**config.mk**
```make
export PLATFORM = sky130hd
export DESIGN_NAME = pipeline_ctrl
export DESIGN_NICKNAME = d
export VERILOG_FILES = /design/src/rtl/pipeline_ctrl_pkg.sv /design/src/rtl/pipeline_ctrl_hazard_detect_unit.sv /design/src/rtl/pipeline_ctrl.sv
export SDC_FILE = /design/constraint.sdc
export NUM_CORES = 1
export LEC_CHECK = 0
export BUFFER_PORTS_ARGS = -buffer_cell sky130_fd_sc_hd__buf_4
export CAP_MARGIN = 40
export CELL_PAD_IN_SITES_DETAIL_PLACEMENT = 2
export CELL_PAD_IN_SITES_GLOBAL_PLACEMENT = 2
export CORE_ASPECT_RATIO = 1.25
export CORE_MARGIN = 2
export CORE_UTILIZATION = 31
export CTS_CLUSTER_SIZE = 40
export DETAILED_ROUTE_END_ITERATION = 16
export HOLD_SLACK_MARGIN = 0.06
export PLACE_DENSITY = 0.88
export SLEW_MARGIN = 30
export SYNTH_ARGS = -nofsm -noshare
export SYNTH_HDL_FRONTEND = slang
export SYNTH_HIERARCHICAL = 1
export SYNTH_SLANG_ARGS = --single-unit
export TNS_END_PERCENT = 1
```
**constraint.sdc**
```tcl
create_clock -name clk -period 2.6 [get_ports clk]
set_clock_uncertainty 0.2 [all_clocks]
set_input_delay 0.26 -clock clk [delete_from_list [all_inputs] [get_ports clk]]
set_output_delay 0.26 -clock clk [all_outputs]
set_load 0.01 [all_outputs]
```
**src/rtl/pipeline_ctrl_pkg.sv**
```systemverilog
// pipeline_ctrl_pkg: shared constants and types for the pipeline stall/flush/freeze sequencer.
// The `define entries are the codebase-wide constants (FSM encodings, register index width).
// The package re-exports them as a typed state enum, a localparam and a register-compare helper.
// Ports: none (package).
`ifndef PIPELINE_CTRL_DEFINES
`define PIPELINE_CTRL_DEFINES
`define ST_RUN      2'd0
`define ST_MEM_WAIT 2'd1
`define ST_TIMEOUT  2'd2
`define REG_IDX_W   4
`endif

package pipeline_ctrl_pkg;

  localparam int REG_IDX_W = `REG_IDX_W;

  typedef enum logic [1:0] {
    ST_RUN      = `ST_RUN,
    ST_MEM_WAIT = `ST_MEM_WAIT,
    ST_TIMEOUT  = `ST_TIMEOUT
  } state_t;

  // True when a writing stage targets the register read in ID (full 4-bit compare, R15 included).
  function automatic logic reg_match(input logic                 wr_en,
                                     input logic [REG_IDX_W-1:0] dest,
                                     input logic [REG_IDX_W-1:0] src);
    return wr_en & (dest == src);
  endfunction

endpackage

```
**src/rtl/pipeline_ctrl_hazard_detect_unit.sv**
```systemverilog
// hazard_detect_unit: purely combinational RAW detection between the ID-stage sources
// and the EXE/MEM destinations.
// Build option: FORWARDING_EN -- when defined, only load-use hazards against EXE are flagged,
// since the forwarding unit supplies ALU results from EXE and MEM.
// Ports:
//   id_src1/id_src1_v, id_src2/id_src2_v : ID-stage source indices and their read enables
//   exe_dest/exe_wb_en/exe_mem_r_en      : EXE destination, write-back enable, load flag
//   mem_dest/mem_wb_en                   : MEM destination and write-back enable
//   raw                                  : a read-after-write hazard exists
module hazard_detect_unit
  import pipeline_ctrl_pkg::*;
(
  input  logic [REG_IDX_W-1:0] id_src1,
  input  logic                 id_src1_v,
  input  logic [REG_IDX_W-1:0] id_src2,
  input  logic                 id_src2_v,
  input  logic [REG_IDX_W-1:0] exe_dest,
  input  logic                 exe_wb_en,
  input  logic                 exe_mem_r_en,
  input  logic [REG_IDX_W-1:0] mem_dest,
  input  logic                 mem_wb_en,
  output logic                 raw
);

  logic match1_s;
  logic match2_s;
  logic unused_s;

`ifdef FORWARDING_EN
  // Only a load in EXE cannot be forwarded in time; MEM results are always forwardable.
  assign match1_s = reg_match(exe_wb_en & exe_mem_r_en, exe_dest, id_src1);
  assign match2_s = reg_match(exe_wb_en & exe_mem_r_en, exe_dest, id_src2);
  assign unused_s = ^{mem_dest, mem_wb_en};
`else
  assign match1_s = reg_match(exe_wb_en, exe_dest, id_src1) | reg_match(mem_wb_en, mem_dest, id_src1);
  assign match2_s = reg_match(exe_wb_en, exe_dest, id_src2) | reg_match(mem_wb_en, mem_dest, id_src2);
  assign unused_s = exe_mem_r_en;
`endif

  assign raw = (id_src1_v & match1_s) | (id_src2_v & match2_s);

endmodule

```
**src/rtl/pipeline_ctrl.sv**
```systemverilog
// pipeline_ctrl: stall/flush/freeze sequencer for the 5-stage pipeline.
// Owns the SRAM wait FSM (RUN / MEM_WAIT / TIMEOUT) with watchdog timer, the output
// priority mux (freeze > branch flush > RAW bubble) and a saturating stall-cycle counter.
// Build option: FORWARDING_EN (see hazard_detect_unit) selects load-use-only hazard detection.
// Ports:
//   clk, rst (async, active-low)
//   id_src*/exe_*/mem_dest/mem_wb_en : hazard detection inputs
//   exe_branch                       : taken branch resolved in EXE
//   mem_req, mem_ready               : SRAM handshake from the MEM stage
//   stall_clr                        : synchronous clear of stall_cycles
//   hazard, freeze_if, flush, freeze_pipe : same-cycle pipeline controls
//   mem_timeout                      : sticky SRAM watchdog error
//   stall_cycles                     : saturating count of stalled cycles
module pipeline_ctrl
  import pipeline_ctrl_pkg::*;
#(
  parameter int MEM_TIMEOUT = 16,
  parameter int STALL_CNT_W = 16
) (
  input  logic                   clk,
  input  logic                   rst,
  input  logic [REG_IDX_W-1:0]   id_src1,
  input  logic                   id_src1_v,
  input  logic [REG_IDX_W-1:0]   id_src2,
  input  logic                   id_src2_v,
  input  logic [REG_IDX_W-1:0]   exe_dest,
  input  logic                   exe_wb_en,
  input  logic                   exe_mem_r_en,
  input  logic [REG_IDX_W-1:0]   mem_dest,
  input  logic                   mem_wb_en,
  input  logic                   exe_branch,
  input  logic                   mem_req,
  input  logic                   mem_ready,
  input  logic                   stall_clr,
  output logic                   hazard,
  output logic                   freeze_if,
  output logic                   flush,
  output logic                   freeze_pipe,
  output logic                   mem_timeout,
  output logic [STALL_CNT_W-1:0] stall_cycles
);

  localparam logic [7:0]             TIMER_LAST = 8'(MEM_TIMEOUT - 1);
  localparam logic [STALL_CNT_W-1:0] CNT_MAX    = {STALL_CNT_W{1'b1}};
  localparam logic [STALL_CNT_W-1:0] CNT_ONE    = {{(STALL_CNT_W-1){1'b0}}, 1'b1};

  state_t                 state_r;
  logic [7:0]             timer_r;
  logic                   mem_timeout_r;
  logic [STALL_CNT_W-1:0] stall_cycles_r;
  logic                   raw_s;
  logic                   freeze_pipe_s;
  logic                   freeze_if_s;
  logic                   flush_s;
  logic                   hazard_s;

  hazard_detect_unit u_hazard_detect_unit (
    .id_src1      (id_src1),
    .id_src1_v    (id_src1_v),
    .id_src2      (id_src2),
    .id_src2_v    (id_src2_v),
    .exe_dest     (exe_dest),
    .exe_wb_en    (exe_wb_en),
    .exe_mem_r_en (exe_mem_r_en),
    .mem_dest     (mem_dest),
    .mem_wb_en    (mem_wb_en),
    .raw          (raw_s)
  );

  // Pipe freeze request derived from the SRAM FSM state and handshake.
  always_comb begin
    freeze_pipe_s = 1'b0;
    case (state_r)
      ST_RUN:      freeze_pipe_s = mem_req & ~mem_ready;
      ST_MEM_WAIT: freeze_pipe_s = ~mem_ready;
      ST_TIMEOUT:  freeze_pipe_s = 1'b1;
      default:     freeze_pipe_s = 1'b1;  // corrupted state: hold the pipe
    endcase
  end

  // Priority mux: a frozen pipe masks branches, and a squashing branch makes a RAW stall moot.
  always_comb begin
    freeze_if_s = 1'b0;
    flush_s     = 1'b0;
    hazard_s    = 1'b0;
    if (freeze_pipe_s) begin
      freeze_if_s = 1'b1;
    end else if (exe_branch) begin
      flush_s = 1'b1;
    end else if (raw_s) begin
      hazard_s    = 1'b1;
      freeze_if_s = 1'b1;
    end else begin
      freeze_if_s = 1'b0;
    end
  end

  // Controls are forced low while reset is asserted.
  assign freeze_pipe  = rst & freeze_pipe_s;
  assign freeze_if    = rst & freeze_if_s;
  assign flush        = rst & flush_s;
  assign hazard       = rst & hazard_s;
  assign mem_timeout  = mem_timeout_r;
  assign stall_cycles = stall_cycles_r;

  // SRAM wait FSM with watchdog; TIMEOUT is left only through reset.
  always_ff @(posedge clk or negedge rst) begin
    if (!rst) begin
      state_r       <= ST_RUN;
      timer_r       <= 8'd0;
      mem_timeout_r <= 1'b0;
    end else begin
      case (state_r)
        ST_RUN: begin
          if (freeze_pipe_s) begin
            state_r <= ST_MEM_WAIT;
            timer_r <= 8'd0;
          end else begin
            state_r <= ST_RUN;
          end
        end
        ST_MEM_WAIT: begin
          // A ready on the boundary cycle still completes the access.
          if (mem_ready) begin
            state_r <= ST_RUN;
          end else if (timer_r == TIMER_LAST) begin
            state_r       <= ST_TIMEOUT;
            mem_timeout_r <= 1'b1;
          end else begin
            timer_r <= timer_r + 8'd1;
          end
        end
        ST_TIMEOUT: begin
          state_r       <= ST_TIMEOUT;
          mem_timeout_r <= 1'b1;
        end
        default: begin
          state_r       <= ST_TIMEOUT;
          mem_timeout_r <= 1'b1;
        end
      endcase
    end
  end

  // Saturating stall-cycle counter; clear wins over increment.
  always_ff @(posedge clk or negedge rst) begin
    if (!rst) begin
      stall_cycles_r <= '0;
    end else if (stall_clr) begin
      stall_cycles_r <= '0;
    end else if ((freeze_if_s | freeze_pipe_s) && (stall_cycles_r != CNT_MAX)) begin
      stall_cycles_r <= stall_cycles_r + CNT_ONE;
    end else begin
      stall_cycles_r <= stall_cycles_r;
    end
  end

endmodule
```
==> reports/qor.txt <==
Root Buffer: clkbuf_8
sequential fraction of the synthesis area: 0.3722
routed vias: 1747
# clock sinks: 27
maximum vdd drop: 0.1692 mV
CP most frequent cell: buf_4
Reg clk slew, reported paths: 110 ps
Slew HR: 0.5366
Critical Path Fanout Max: 14
Syn Inst Count: 195
Yosys top cell by area: dfrtp_1
WL/cell: 17.88 um
CTS buffer count: 3
antenna-violating nets left: 0
initial drt markers: 87
FFs w/ async S/R, synth: 1.000
synth unique cells: 51
initial antenna violation count: 0
IO Pins: 48
I/O Buffers: 46
Row Count: 31
worst slack at placement: 38.86 ps
final setup margin: 277.3 ps
crit path max-delay cell type: dlygate4sd3_1
syn avg cell area: 9.310 sq um
CTS tree: built
Slew @ Worst Pin: 685.4 ps
Slew Viols, Final: 0
most used flip-flop cell after synthesis: dfrtp_1
DR pass1 iterations: 4
vias in the first global route: 1832
syn_nets: 224
grt ovf: 0
first-pass GRT wire length: 9.384 mm
Final TNS setup: 0 ps
critical path type: primary input to output pin
Top delay family on crit path: buffers and inverters
multiplexer share of the synthesized area: 0.04342
R2R Setup Slk: 470 ps
DPL Wire Length: 4.219 mm
most area-consuming cells after synthesis: dfrtp_1, xor2_1, nand2_1
complex-gate fraction of the synthesized area: 0.1544
main combinational cell family by area after synthesis: simple AND/OR/NAND/NOR gates
slowest stage delay, CP: 530 ps
Antenna Cells: 0
Setup Viol. Count Final: 0
Ys Warns: 6
post-synthesis simple-gate area fraction: 0.3156
post-synth top area share: 0.3722
layout cell share with drive strength beyond 1: 0.2653
power share of the clock group: 0.323
Post-synth top cells: dfrtp_1, nand2_1, nor3_1
FMAX: 430.5 MHz
fin crit share: 0.8934
Psw: 0.0002141 W
CTS max path bufs: 2
final core utilization: 0.4030
Post CTS Setup Buffer Count: 0
routability cong.: 0.7758
Post-synth EDFFs: 0
Die Wd: 72.45 um
Layout fillers: 643
worst path bufs/invs: 3
sequential power share: 0.535
H-tree Lvls: 1
number of vias per cell: 5.617
Pint: 0.0005918 W
Hold Crit Class: primary input to flop
largest net degree at the start of global routing: 24
DRC: 0
Worst setup EP type: output pin
Sw Share: 0.2656
Combinational Power Share: 0.142
Area Growth Syn to Fin: 27.43%
Post-Synth Adder-Cell Area: 0.01378
Hold Vio Cnt, Final: 0
core area: 0.005741 sq mm
status: complete, no violations
Hold WS: 124.1 ps
die height: 89.56 um
CP cell instances: dlygate4sd3_1 > buf_4 > o21ba_2 > nor3_4 > nor2b_1 > buf_4
RSZ-0062 raised after global routing: no
CP required: 2140 ps
Tot GR Track Use: 0.1853
Yosys reg bits: 27
Synth Area in XOR/XNOR: 0.07719
Post-Route WL: 5.562 mm
Nets: 275
later-pin clock latency in the skew report: 290 ps
LEAKAGE: 0.9750 nW
Syn Std Cell Area: 0.001815 sq mm
Die ar.: 0.006489 sq mm
crit path time final: 2323 ps
effective utilization at floorplan: 0.3163
Max-Cap Viols: 0
most frequent cell after synthesis: dfrtp_1
Worst Setup Start Kind: primary input
PD cells: 348.4 mW/mm^2
Worst EP arrival: 1860 ps
[metal layers]
layer  up-vias  global-route usage  part of all wire
li1        834                   -                 -
met1       887              0.2178              0.42
met2        24              0.3595              0.55
met3         2             0.01691             0.019
met4         0             0.04545            0.0065
met5         -                   0                 0
[logic make-up (layout without fill, tap and decap cells)]
| family | Yosys count | in the layout |
|---|---|---|
| buf+inv | 10 | 60 |
| xor+xnor | 16 | 16 |
| mux | 7 | 7 |
| simple gates | 98 | 98 |
| compound gates | 35 | 35 |
| fa+ha+maj | 2 | 2 |
| flops | 27 | 27 |
[area by class of cell]
cell class	count	area [sq um]	area share
Clock buffer	4	45.04	0.01947
Inverter	5	18.77	0.008112
Multi-Input combinational cell	158	1104	0.4770
Sequential cell	27	675.6	0.2920
Tap cell	66	82.58	0.03569
Timing Repair Buffer	51	387.9	0.1677
[through the flow]
step	power, W	cells	area [sq um]
final	0.0008059	311	2313
after global routing	0.0008474	311	2313
after CTS	0.0008199	311	2307
after detailed placement	0.0005531	305	2242
after global placement	0.0005481	305	2242
after floorplan	0.0004826	195	1815
[worst reg2reg max path, cell delays in order (launching register included)]
cell	delay, ps
dfrtp_1	460
ha_1	290
nand2_1	220
a2111oi_1	460
mux2_2	380
[layout by cell type, fill, tap and decap left out, drive strengths merged, types with 3 or more instances in the layout]
master and count:
xor2 12, nand2 18, nor2 10, dfrtp 27, buf 49, o31ai 3
clkbuf 4, a21oi 6, mux2 7, nor3 14, nand4 9, nor4 5
or4 4, nor2b 9, o21ai 8, and4 4, xnor2 4, nand3 12
inv 5
[power by group through the flow]
stage | sequential, W | combinational [W] | clock, W
detailed placement | 0.000439 | 0.000114 | 0
CTS | 0.000431 | 0.000116 | 0.000272
finish | 0.000431 | 0.000115 | 0.000260
global route | 0.000432 | 0.000128 | 0.000287
floorplan | 0.000439 | 0.0000433 | 0
global placement | 0.000439 | 0.000109 | 0
[timing repair]
| action | in CTS | in global routing |
|---|---|---|
| setup endpoints to repair | 0 | 1 |
| resized for setup | 0 | 1 |
| hold buffers | 2 | 0 |
| hold endpoints to repair | 28 | 0 |
[path summary, 6_finish.rpt]
| path | startpoint | to | cells after the start |
|---|---|---|---|
| max | mem_ready | freeze_if | 6 |
| min | stall_clr | stall_cycles[0] | 2 |
| max reg2reg | stall_cycles[0] | stall_cycles[10] | 4 |
| min reg2reg | mem_timeout | mem_timeout | 1 |
| max in group asynchronous | rst | stall_cycles[14] | 3 |
| min in group asynchronous | rst | stall_cycles[6] | 2 |
[registers in the layout, indices dropped and copies added (netlist names)]
signal	count
mem_timeout	1
stall_cycles	16
state_r	2
timer_r	8
(Power assumes the default switching activity.)
